## src/rtl/sync_fifo_ctrl.sv

```systemverilog
// Single-clock FIFO with storage, pointers, status flags, fill level and sticky errors.
// Define SYNC_FIFO_FWFT_EN for first-word-fall-through output; default is registered read.
module sync_fifo_ctrl #(
    parameter int DATA_WD   = 8,
    parameter int DEPTH     = 8,
    parameter int PTR_WD    = 3,
    parameter int AF_THRESH = 6,
    parameter int AE_THRESH = 2
) (
    input  logic               clk,
    input  logic               rst_n,
    input  logic               w_enbl,
    input  logic [DATA_WD-1:0] data_in,
    input  logic               r_enbl,
    output logic [DATA_WD-1:0] data_out,
    output logic               full_flag,
    output logic               empty_flag,
    output logic               almost_full,
    output logic               almost_empty,
    output logic [PTR_WD:0]    level,
    output logic               overflow,
    output logic               underflow,
    input  logic               err_clr
);

    localparam logic [PTR_WD:0] DEPTH_L = (PTR_WD+1)'(DEPTH);
    localparam logic [PTR_WD:0] AF_L    = (PTR_WD+1)'(AF_THRESH);
    localparam logic [PTR_WD:0] AE_L    = (PTR_WD+1)'(AE_THRESH);

    logic [DATA_WD-1:0] mem [DEPTH];
    logic [PTR_WD:0]    wr_ptr;
    logic [PTR_WD:0]    rd_ptr;
    logic               wr_acc;
    logic               rd_acc;

    // Flags derive from registered pointers only, so request inputs never reach them.
    assign level        = wr_ptr - rd_ptr;
    assign full_flag    = (level == DEPTH_L);
    assign empty_flag   = (level == '0);
    assign almost_full  = (level >= AF_L);
    assign almost_empty = (level <= AE_L);

    assign wr_acc = w_enbl && !full_flag;
    assign rd_acc = r_enbl && !empty_flag;

    always_ff @(posedge clk or negedge rst_n) begin
        if (!rst_n) begin
            wr_ptr    <= '0;
            rd_ptr    <= '0;
            overflow  <= 1'b0;
            underflow <= 1'b0;
        end else begin
            if (wr_acc) wr_ptr <= wr_ptr + 1'b1;
            if (rd_acc) rd_ptr <= rd_ptr + 1'b1;
            // A fresh error in the same cycle as err_clr keeps the bit set.
            overflow  <= (w_enbl && full_flag) || (overflow && !err_clr);
            underflow <= (r_enbl && empty_flag) || (underflow && !err_clr);
        end
    end

    always_ff @(posedge clk) begin
        if (wr_acc) mem[wr_ptr[PTR_WD-1:0]] <= data_in;
    end

`ifdef SYNC_FIFO_FWFT_EN
    assign data_out = empty_flag ? '0 : mem[rd_ptr[PTR_WD-1:0]];
`else
    logic [DATA_WD-1:0] dout_q;

    always_ff @(posedge clk or negedge rst_n) begin
        if (!rst_n) begin
            dout_q <= '0;
        end else if (rd_acc) begin
            dout_q <= mem[rd_ptr[PTR_WD-1:0]];
        end
    end

    assign data_out = dout_q;
`endif

endmodule

```

## config.mk

```make
export PLATFORM = sky130hd
export DESIGN_NAME = sync_fifo_ctrl
export DESIGN_NICKNAME = d
export VERILOG_FILES = /design/src/rtl/sync_fifo_ctrl.sv
export SDC_FILE = /design/constraint.sdc
export NUM_CORES = 1
export LEC_CHECK = 0
export ABC_CLOCK_PERIOD_IN_PS = 4180
export CAP_MARGIN = 40
export CORE_ASPECT_RATIO = 0.5
export CORE_MARGIN = 4
export CORE_UTILIZATION = 45
export CTS_CLUSTER_SIZE = 8
export DETAILED_ROUTE_END_ITERATION = 10
export HOLD_SLACK_MARGIN = 0.02
export PLACE_DENSITY = 0.64
export SETUP_SLACK_MARGIN = 0.4
export SYNTH_ARGS = -nofsm -noshare
export SYNTH_HDL_FRONTEND = slang
export SYNTH_SLANG_ARGS = --single-unit
export TNS_END_PERCENT = 5
```

## constraint.sdc

```tcl
create_clock -name clk -period 4.18 [get_ports clk]
set_clock_uncertainty 0.1 [all_clocks]
set_input_delay 0.836 -clock clk [delete_from_list [all_inputs] [get_ports clk]]
set_output_delay 0.836 -clock clk [all_outputs]
set_load 0.02 [all_outputs]
```

== After elaboration in Yosys (flattened, before gate mapping) ==
Memory sizes are Yosys's and may differ from the RTL's. A register that Yosys moved wholly into a read port is not among the register bits.
Cells that the tools add are included.
Word-level totals
  RAM bits: 64
  bits in registers: 10
  input port bits: 13
  memories: 1
Memories
  mem: depth 8, width 8, read ports 1, clocked after Yosys merged registers in 1, write ports 1, line 30  | logic [DATA_WD-1:0] mem [DEPTH];
Cells by class
  eq/ne operators: 1
  order comparisons: 2
  $add $sub $neg: 3
  reduce and logical (&&, ||, !) cells: 13
  multiplexer cells: 2
Operators with widths (count)
  4-bit by 1-bit adder with 4-bit output, second input constant: 2
  1-bit logical AND: 6
  4-bit == test, second input constant: 1
  4-bit by 3-bit >= comparator with 1-bit output, second input constant: 1
  4-bit by 2-bit <= comparator with 1-bit output, second input constant: 1
  1-bit zero test: 4
  4-bit zero test: 1
  4-bit subtractor: 1
  1-bit logical OR: 2
  1-bit two-way mux: 2

== Depth between registers and ports, before layout ==
Gate-level depths: netlist of the first run.
  word-level depth: 6
  gate-level depth with buffers: 10
  depth with buffers taken out: 8

== Worst setup path after synthesis of the first run ==
Ideal clock, no wire load.
  path type: register -> output
  from: register rd_ptr[1]
  to: output almost_empty
  buffers on the path: 2
  stages on the path, launching flop included: 10
  arrival time: 2400 ps
  setup slack: 844 ps
  data required time: 3244 ps
  path through: dfrtp_1 -> clkbuf_1 -> buf_2 -> inv_1 -> ha_1 -> and3b_1 -> o21ai_1 -> and2_4 -> inv_6 -> a211oi_1
Between the ends
  cells in the longest elaborated chain, start to end: 2
RTL lines
  start: declaration: line 32  | logic [PTR_WD:0] rd_ptr;
  start signal: assignment: line 54  | if (rd_acc) rd_ptr <= rd_ptr + 1'b1;
  4-bit subtractor: line 37  | assign level = wr_ptr - rd_ptr;
  net level[3]: line 20  | output logic [PTR_WD:0] level,
  4-bit by 2-bit <= comparator with 1-bit output: line 41  | assign almost_empty = (level <= AE_L);
  end: declaration: line 19  | output logic almost_empty,
The timed path passes the listed nets, and every way through them passes these cells.

== Final worst setup path of the first run ==
  from: register wr_ptr[0]
  to: output full_flag
Between the ends
  cells in the longest elaborated chain, start to end: 2
RTL lines
  start: declaration: line 31  | logic [PTR_WD:0] wr_ptr;
  start signal: assignment: line 53  | if (wr_acc) wr_ptr <= wr_ptr + 1'b1;
  4-bit subtractor: line 37
  4-bit == test: line 38  | assign full_flag = (level == DEPTH_L);
  end: declaration: line 16  | output logic full_flag,
Every way passes these cells.

==> results of run 1 <==
[cells in the final DEF, fill, tap and decap left out, types with 2 or more instances in the layout]
cell and count:
nor4_1 2, clkinv_4 2, mux4_2 16, a22o_1 2, dfrtp_2 2, nor2_1 3
dfrtp_1 16, clkbuf_1 3, ha_1 5, xor2_1 3, clkdlybuf4s50_1 29, xnor2_1 5
clkbuf_16 9, edfxtp_1 64, mux2_4 10, nor3_1 6, buf_4 13, inv_1 8
a21oi_1 2, nand2_1 29, o21ai_4 2
[worst reg2reg max path, stage by stage, from the launching register on]
cell and delay [ns]:
dfrtp_2 0.42, inv_1 0.08, ha_1 0.22, fa_1 0.39, xor2_1 0.26, nand3_2 0.17
buf_4 0.20, o21ai_4 0.47, mux2_4 0.36
[cells by family (layout without fill, tap and decap cells)]
logic type	after synthesis	after routing
flops	82	82
simple gates	46	46
mux	26	26
buf+inv	15	70
compound gates	12	12
xor+xnor	8	8
fa+ha+maj	6	6
[worst max-delay path by stage]
stage | start | endpoint | cells after the start
2_1_floorplan | rd_ptr[1] | almost_empty | 9
3_3_place_gp | wr_ptr[0] | full_flag | 8
3_5_place_dp | rd_ptr[2] | almost_full | 7
4_1_cts | wr_ptr[0] | full_flag | 8
5_1_grt | wr_ptr[0] | full_flag | 8
6_report | wr_ptr[0] | full_flag | 8
[through the flow]
| step | worst slack, ns | area [um^2] | cells |
|---|---|---|---|
| after global placement | 0.679 | 3900 | 328 |
| after global routing | 0.307 | 4220 | 346 |
| after floorplan | 0.844 | 3410 | 195 |
| after CTS | 0.303 | 4200 | 345 |
| final | 0.484 | 4220 | 346 |
| after detailed placement | 0.657 | 3910 | 329 |
[what timing repair did]
action                                  in CTS  in global routing
gates cloned                                 0                  0
gates resized for setup                      1                  2
pin swaps                                    0                  1
buffers inserted                             0                  1
endpoints found under the setup margin       5                  5
[cell type report]
class / instances / area, um^2
Tap cell: 96 / 120
Timing Repair Buffer: 44 / 415
Clock inverter: 4 / 52.6
Fill cell: 571 / 3130
Sequential cell: 82 / 2370
Clock buffer: 12 / 236
Multi-Input combinational cell: 98 / 973
Inverter: 10 / 42.5
[sequential cells by signal, summed over array words and instances, names as in the netlist]
name and cells:
wr_ptr 4, data_out 8, overflow 1, underflow 1, mem 64, rd_ptr 4
[power breakdown]
group          switching [mW]  total (mW)  internal, mW  leakage [nW]
combinational           0.872        1.69         0.821         0.644
clock                   0.295       0.759         0.464         0.141
sequential              0.111        1.19          1.08         0.796
[routing by layer]
| metal | vias to the layer above | global-route usage, % |
|---|---|---|
| met4 | 0 | 5.24 |
| met1 | 885 | 21.9 |
| met2 | 43 | 22.0 |
| met3 | 9 | 5.65 |
| li1 | 840 | - |
| met5 | - | 0 |
==> run summary, run 1 <==
=================================================================================================================
Outcome                                                                                              finished, final reports clean
Worst Tran Pin Value                                                                                     0.585 ns
Number of vias in the routed layout                                                                          1777
Buffer levels on the longest clock path                                                                         2
Crit-path max FO                                                                                                7
Worst Hold Margin                                                                                        0.409 ns
Overall routed net length                                                                                 6490 um
Share of the core filled with cells                                                                         57.4%
Die footprint                                                                                        0.00913 mm^2
Post-synthesis share of cell area spent on xor and xnor gates                                               2.05%
Num Clock Sinks                                                                                                82
Synthesized instance count                                                                                    195
Proportion of synthesized chip area in sequential cells                                                     69.5%
Global routing usage summed across all routing layers                                                       15.4%
Max-Cap Viols                                                                                                   0
Worst VDD drop                                                                                           0.382 mV
Setup TNS                                                                                                    0 ns
Number of library cell types mapped by synthesis                                                               33
Violation count after the first detailed-route iteration                                                      148
Total CTS buffers                                                                                               9
Clk root buf                                                                                            clkbuf_16
Insertion delay of the later-clocked pin in the worst-skew pair                                           0.33 ns
Total half-perimeter wirelength after legalization and detailed placement                                 4160 um
Met2 wire len                                                                                             2870 um
Worst Min Path Start                                                                                     overflow
GR Overflow Total                                                                                               0
Worst R2R Start                                                                                         wr_ptr[0]
Pin count of the biggest net entering global routing                                                           20
Path category of the worst min-delay check                                                           register to register
Area added between synthesis and finish                                                                     23.5%
Worst Path Required                                                                                       3.24 ns
Number of buffers inserted for hold repair after clock tree synthesis                                           0
Crit path kind                                                                                       register to primary output
Maximum cell stage delay along the critical path                                                          0.60 ns
Number of nets in the final layout                                                                            264
Worst slew margin relative to its limit                                                                     60.9%
Setup repair after global routing missed its margin                                                           yes
Ys Warns                                                                                                        0
I/O pin cnt                                                                                                    31
Post-route DRC violation count                                                                                  0
Number of enable-type register cells in the synthesized netlist                                                64
Clock slew at the register clock pins of the worst setup and hold paths                                   0.06 ns
Horizontal extent of the die                                                                               131 um
Cell depth of the worst hold path                                                                               1
Router iterations before antenna repair                                                                         4
Capturing element type of the critical path                                                          primary output
Compound-gate portion of the synthesized area                                                               2.93%
Cells on worst reg2reg path                                                                                     8
Core Area                                                                                            0.00735 mm^2
Per-cell routed wire length                                                                               18.8 um
Ordered list of cells on the worst path                                                              inv_1 -> ha_1 -> fa_1 -> xor2_1 -> nand3_2 -> a21oi_1 -> buf_4 -> clkdlybuf4s50_1
Arithmetic-cell share of the synthesized area counting full adders, half adders and majority gates          2.42%
Total power consumption of the routed design                                                              3.64 mW
Arrival time reported for the critical path endpoint                                                      2.76 ns
Antenna violations before repair                                                                                0
Height of the chip                                                                                        69.6 um
Post-synthesis mux area share                                                                               15.0%
Number of hold violations in the final report                                                                   0
Element type at the critical path start                                                                  register
Synth area leaders                                                                                   edfxtp_1, dfrtp_1, mux4_2
CTS tree                                                                                                    built
Total setup violations reported at the end of the flow                                                          0
Diodes inserted                                                                                                 0
Seq cells post-synth                                                                                           82
Worst Hold End                                                                                           overflow
Top routing layer in use                                                                                     met4
Min Clock Period, post-route                                                                              3.70 ns
Metal1 wirelength                                                                                         3160 um
Mean instance size in the synthesized netlist                                                           17.5 um^2
Area of the mapped netlist                                                                           0.00341 mm^2
Maximum level of the CTS H-tree                                                                                 3
Total power per unit cell area                                                                        865 mW/mm^2
Slowest CP cell                                                                                      clkdlybuf4s50_1
Final weighted congestion in routability-driven placement                                                   0.731
FMAX                                                                                                      271 MHz
Main flop type after synthesis                                                                           edfxtp_1
Global-route wire length before repair                                                                   10300 um
Share of flip-flops with an asynchronous set or reset after synthesis                                       22.0%
Top post-synthesis cells by count                                                                    edfxtp_1, nand2_1, dfrtp_1, mux4_2, mux2_4
Share of cells above drive strength 1                                                                       24.0%
Number of buffer and inverter stages on the critical path                                                       3
Rows                                                                                                           22
I/O Buffers                                                                                                    30
Remaining antenna violation count after routing                                                                 0
Minimum setup slack among reg-to-reg paths                                                                1.40 ns
Post-synthesis share of cell area spent on and, or, nand and nor gates                                      6.16%
End of the worst register-to-register path                                                            data_out[7]
Total leakage power                                                                                       1.58 nW
Largest area contributor in the synthesized netlist                                                      edfxtp_1
Initial core utilization                                                                                    46.4%
Area share of the leading cell type in the synthesized netlist                                              56.3%
Cell class contributing the biggest share of worst-path delay                                        buffers and inverters
Slew Limit Fails                                                                                                0
Most numerous cell in the Yosys netlist                                                                  edfxtp_1
Dominant combinational cell family by area after synthesis                                           multiplexers
Wire length on met3                                                                                        356 um
Vias in the first global route                                                                               1769
Post-Syn Nets                                                                                                 214
Post-DR vias/cell                                                                                            5.14
Portion of the clock cycle consumed by the worst path in the final layout                                   88.4%
=================================================================================================================
(Power assumes the default switching activity.)
==> inputs of run 2 (changes only) <==
--- a/config.mk
+++ b/config.mk
@@ -12,8 +12,9 @@
 export CORE_UTILIZATION = 45
 export CTS_CLUSTER_SIZE = 8
 export DETAILED_ROUTE_END_ITERATION = 10
+export GPL_TIMING_DRIVEN = 0
 export HOLD_SLACK_MARGIN = 0.02
-export PLACE_DENSITY = 0.64
+export PLACE_DENSITY = 0.7
 export SETUP_SLACK_MARGIN = 0.4
 export SYNTH_ARGS = -nofsm -noshare
 export SYNTH_HDL_FRONTEND = slang
==> run summary, run 2 (synthesized netlist as in run 1, its figures left out) <==
========================================================================================
Total power consumption of the routed design                                     3.62 mW   was 3.64 mW
Max-Cap Viols                                                                          0   unchanged
I/O pin cnt                                                                           31   unchanged
Final weighted congestion in routability-driven placement                          0.725   was 0.731
Crit path kind                                                              register to primary output   unchanged
Number of hold violations in the final report                                          0   unchanged
Rows                                                                                  22   unchanged
Worst VDD drop                                                                  0.406 mV   was 0.382 mV
Most common cell after layout, fill and taps aside                              edfxtp_1   unchanged
Highest-count cells in the layout ignoring fill and taps                    edfxtp_1, nand2_1, clkdlybuf4s50_1   unchanged
Initial core utilization                                                           46.4%   unchanged
I/O Buffers                                                                           30   unchanged
Crit-path max FO                                                                      10   was 7
Path category of the worst min-delay check                                  register to register   unchanged
Area added between synthesis and finish                                            24.3%   was 23.5%
Num Clock Sinks                                                                       82   unchanged
Total CTS buffers                                                                      9   unchanged
Remaining antenna violation count after routing                                        0   unchanged
Maximum level of the CTS H-tree                                                        3   unchanged
Total leakage power                                                              1.60 nW   was 1.58 nW
Global routing usage summed across all routing layers                              15.4%   about the same
FMAX                                                                             254 MHz   was 271 MHz
Diodes inserted                                                                        0   unchanged
Vias in the first global route                                                      1865   was 1769
Height of the chip                                                               69.6 um   unchanged
GR Overflow Total                                                                      0   unchanged
Number of nets in the final layout                                                   263   was 264
Outcome                                                                     finished, final reports clean   unchanged
Post-DR vias/cell                                                                   5.36   was 5.14
Overall routed net length                                                        6560 um   was 6490 um
Buffer levels on the longest clock path                                                2   unchanged
Portion of the clock cycle consumed by the worst path in the final layout          94.2%   was 88.4%
Clock slew at the register clock pins of the worst setup and hold paths          0.06 ns   about the same
Maximum cell stage delay along the critical path                                 0.60 ns   about the same
Worst Tran Pin Value                                                            0.852 ns   was 0.585 ns
Slew Limit Fails                                                                       0   unchanged
Worst slew margin relative to its limit                                            42.9%   was 60.9%
Total half-perimeter wirelength after legalization and detailed placement        4410 um   was 4160 um
Setup repair after global routing missed its margin                                  yes   unchanged
Clk root buf                                                                   clkbuf_16   unchanged
Worst Path Required                                                              3.24 ns   about the same
Arrival time reported for the critical path endpoint                             3.00 ns   was 2.76 ns
Insertion delay of the later-clocked pin in the worst-skew pair                  0.33 ns   about the same
Number of buffer and inverter stages on the critical path                              5   was 3
Number of vias in the routed layout                                                 1848   was 1777
Router iterations before antenna repair                                                4   unchanged
CTS tree                                                                           built   unchanged
Ordered list of cells on the worst path                                     clkbuf_8 -> buf_4 -> inv_1 -> ha_1 -> and3b_1 -> or3_1 -> and2_4 -> inv_6 -> clkdlybuf4s50_1   was inv_1 -> ha_1 -> fa_1 -> xor2_1 -> nand3_2 -> a21oi_1 -> buf_4 -> clkdlybuf4s50_1
Violation count after the first detailed-route iteration                             134   was 148
Global-route wire length before repair                                          10600 um   was 10300 um
Horizontal extent of the die                                                      131 um   unchanged
Core Area                                                                   0.00735 mm^2   unchanged
Min Clock Period, post-route                                                     3.94 ns   was 3.70 ns
Number of flip-flops in the largest register                                          64   unchanged
Antenna violations before repair                                                       0   unchanged
Total setup violations reported at the end of the flow                                 0   unchanged
Share of cells above drive strength 1                                              26.9%   was 24.0%
Slowest CP cell                                                             clkdlybuf4s50_1   unchanged
Number of placed instances, taps included                                            328   was 329
Share of the core filled with cells                                                57.7%   was 57.4%
Post-route DRC violation count                                                         0   unchanged
Number of buffers inserted for hold repair after clock tree synthesis                  0   unchanged
Element type at the critical path start                                         register   unchanged
Per-cell routed wire length                                                      19.0 um   was 18.8 um
Cell class contributing the biggest share of worst-path delay               buffers and inverters   unchanged
Total power per unit cell area                                               853 mW/mm^2   was 865 mW/mm^2
Die footprint                                                               0.00913 mm^2   unchanged
Cell Count, Final, Fillers Out                                                       345   was 346
Capturing element type of the critical path                                 primary output   unchanged
Pin count of the biggest net entering global routing                                  17   was 20
========================================================================================
## run 2: cell type report
class                      count  area (um^2)
sequential                    82         2370
multi-input combinational     98         1020
clock buffer                   9          225
fill                         558         3110
inverter                      10         42.5
buffer                         5         37.5
timing repair buffer          38          367
tap                           96          120
clock inverter                 7         57.6
## run 2: per-stage QoR
step	cell area, um^2	setup slack, ns	hold slack (ns)	TNS, ns
6_report	4240	0.243	0.411	0
5_1_grt	4240	0.0807	0.427	0
4_1_cts	4230	0.207	0.410	0
3_5_place_dp	3940	-0.121	0.394	-0.121
3_3_place_gp	3830	-0.340	0.387	-4.89
2_1_floorplan	3410	0.844	0.398	0
## run 2: repair_timing
item | in CTS | in global routing
setup buffers | 0 | 0
endpoints found under the hold margin | 0 | 0
resized for setup | 8 | 1
endpoints found under the setup margin | 5 | 5
## run 2: worst paths after layout
kind                            startpoint          end  slack [ns]  cells past startpoint
worst max-delay path             rd_ptr[1]     level[3]        0.24                      9
worst max register to register   rd_ptr[1]    mem[6][6]        1.03                      9
worst min-delay path              overflow     overflow        0.41                      1
max in group asynchronous            rst_n  data_out[7]        3.03                      2
worst min register to register    overflow     overflow        0.41                      1
min in group asynchronous            rst_n  data_out[1]        0.60                      1
## run 2: power breakdown
part	internal [mW]	total [mW]	switching, mW	leakage, nW
Combinational	0.788	1.70	0.914	0.661
Sequential	1.08	1.18	0.106	0.798
Clock	0.411	0.733	0.321	0.136
Total	2.28	3.62	1.34	1.60
## run 2: metal layers
metal  vias to the layer above  track usage, %  part of all wire, %
li1                        842               -                    -
met1                       952            22.0                   46
met2                        49            22.9                   47
met3                         5            4.78                  5.2
met4                         0            4.19                 0.76
met5                         -               0                    0
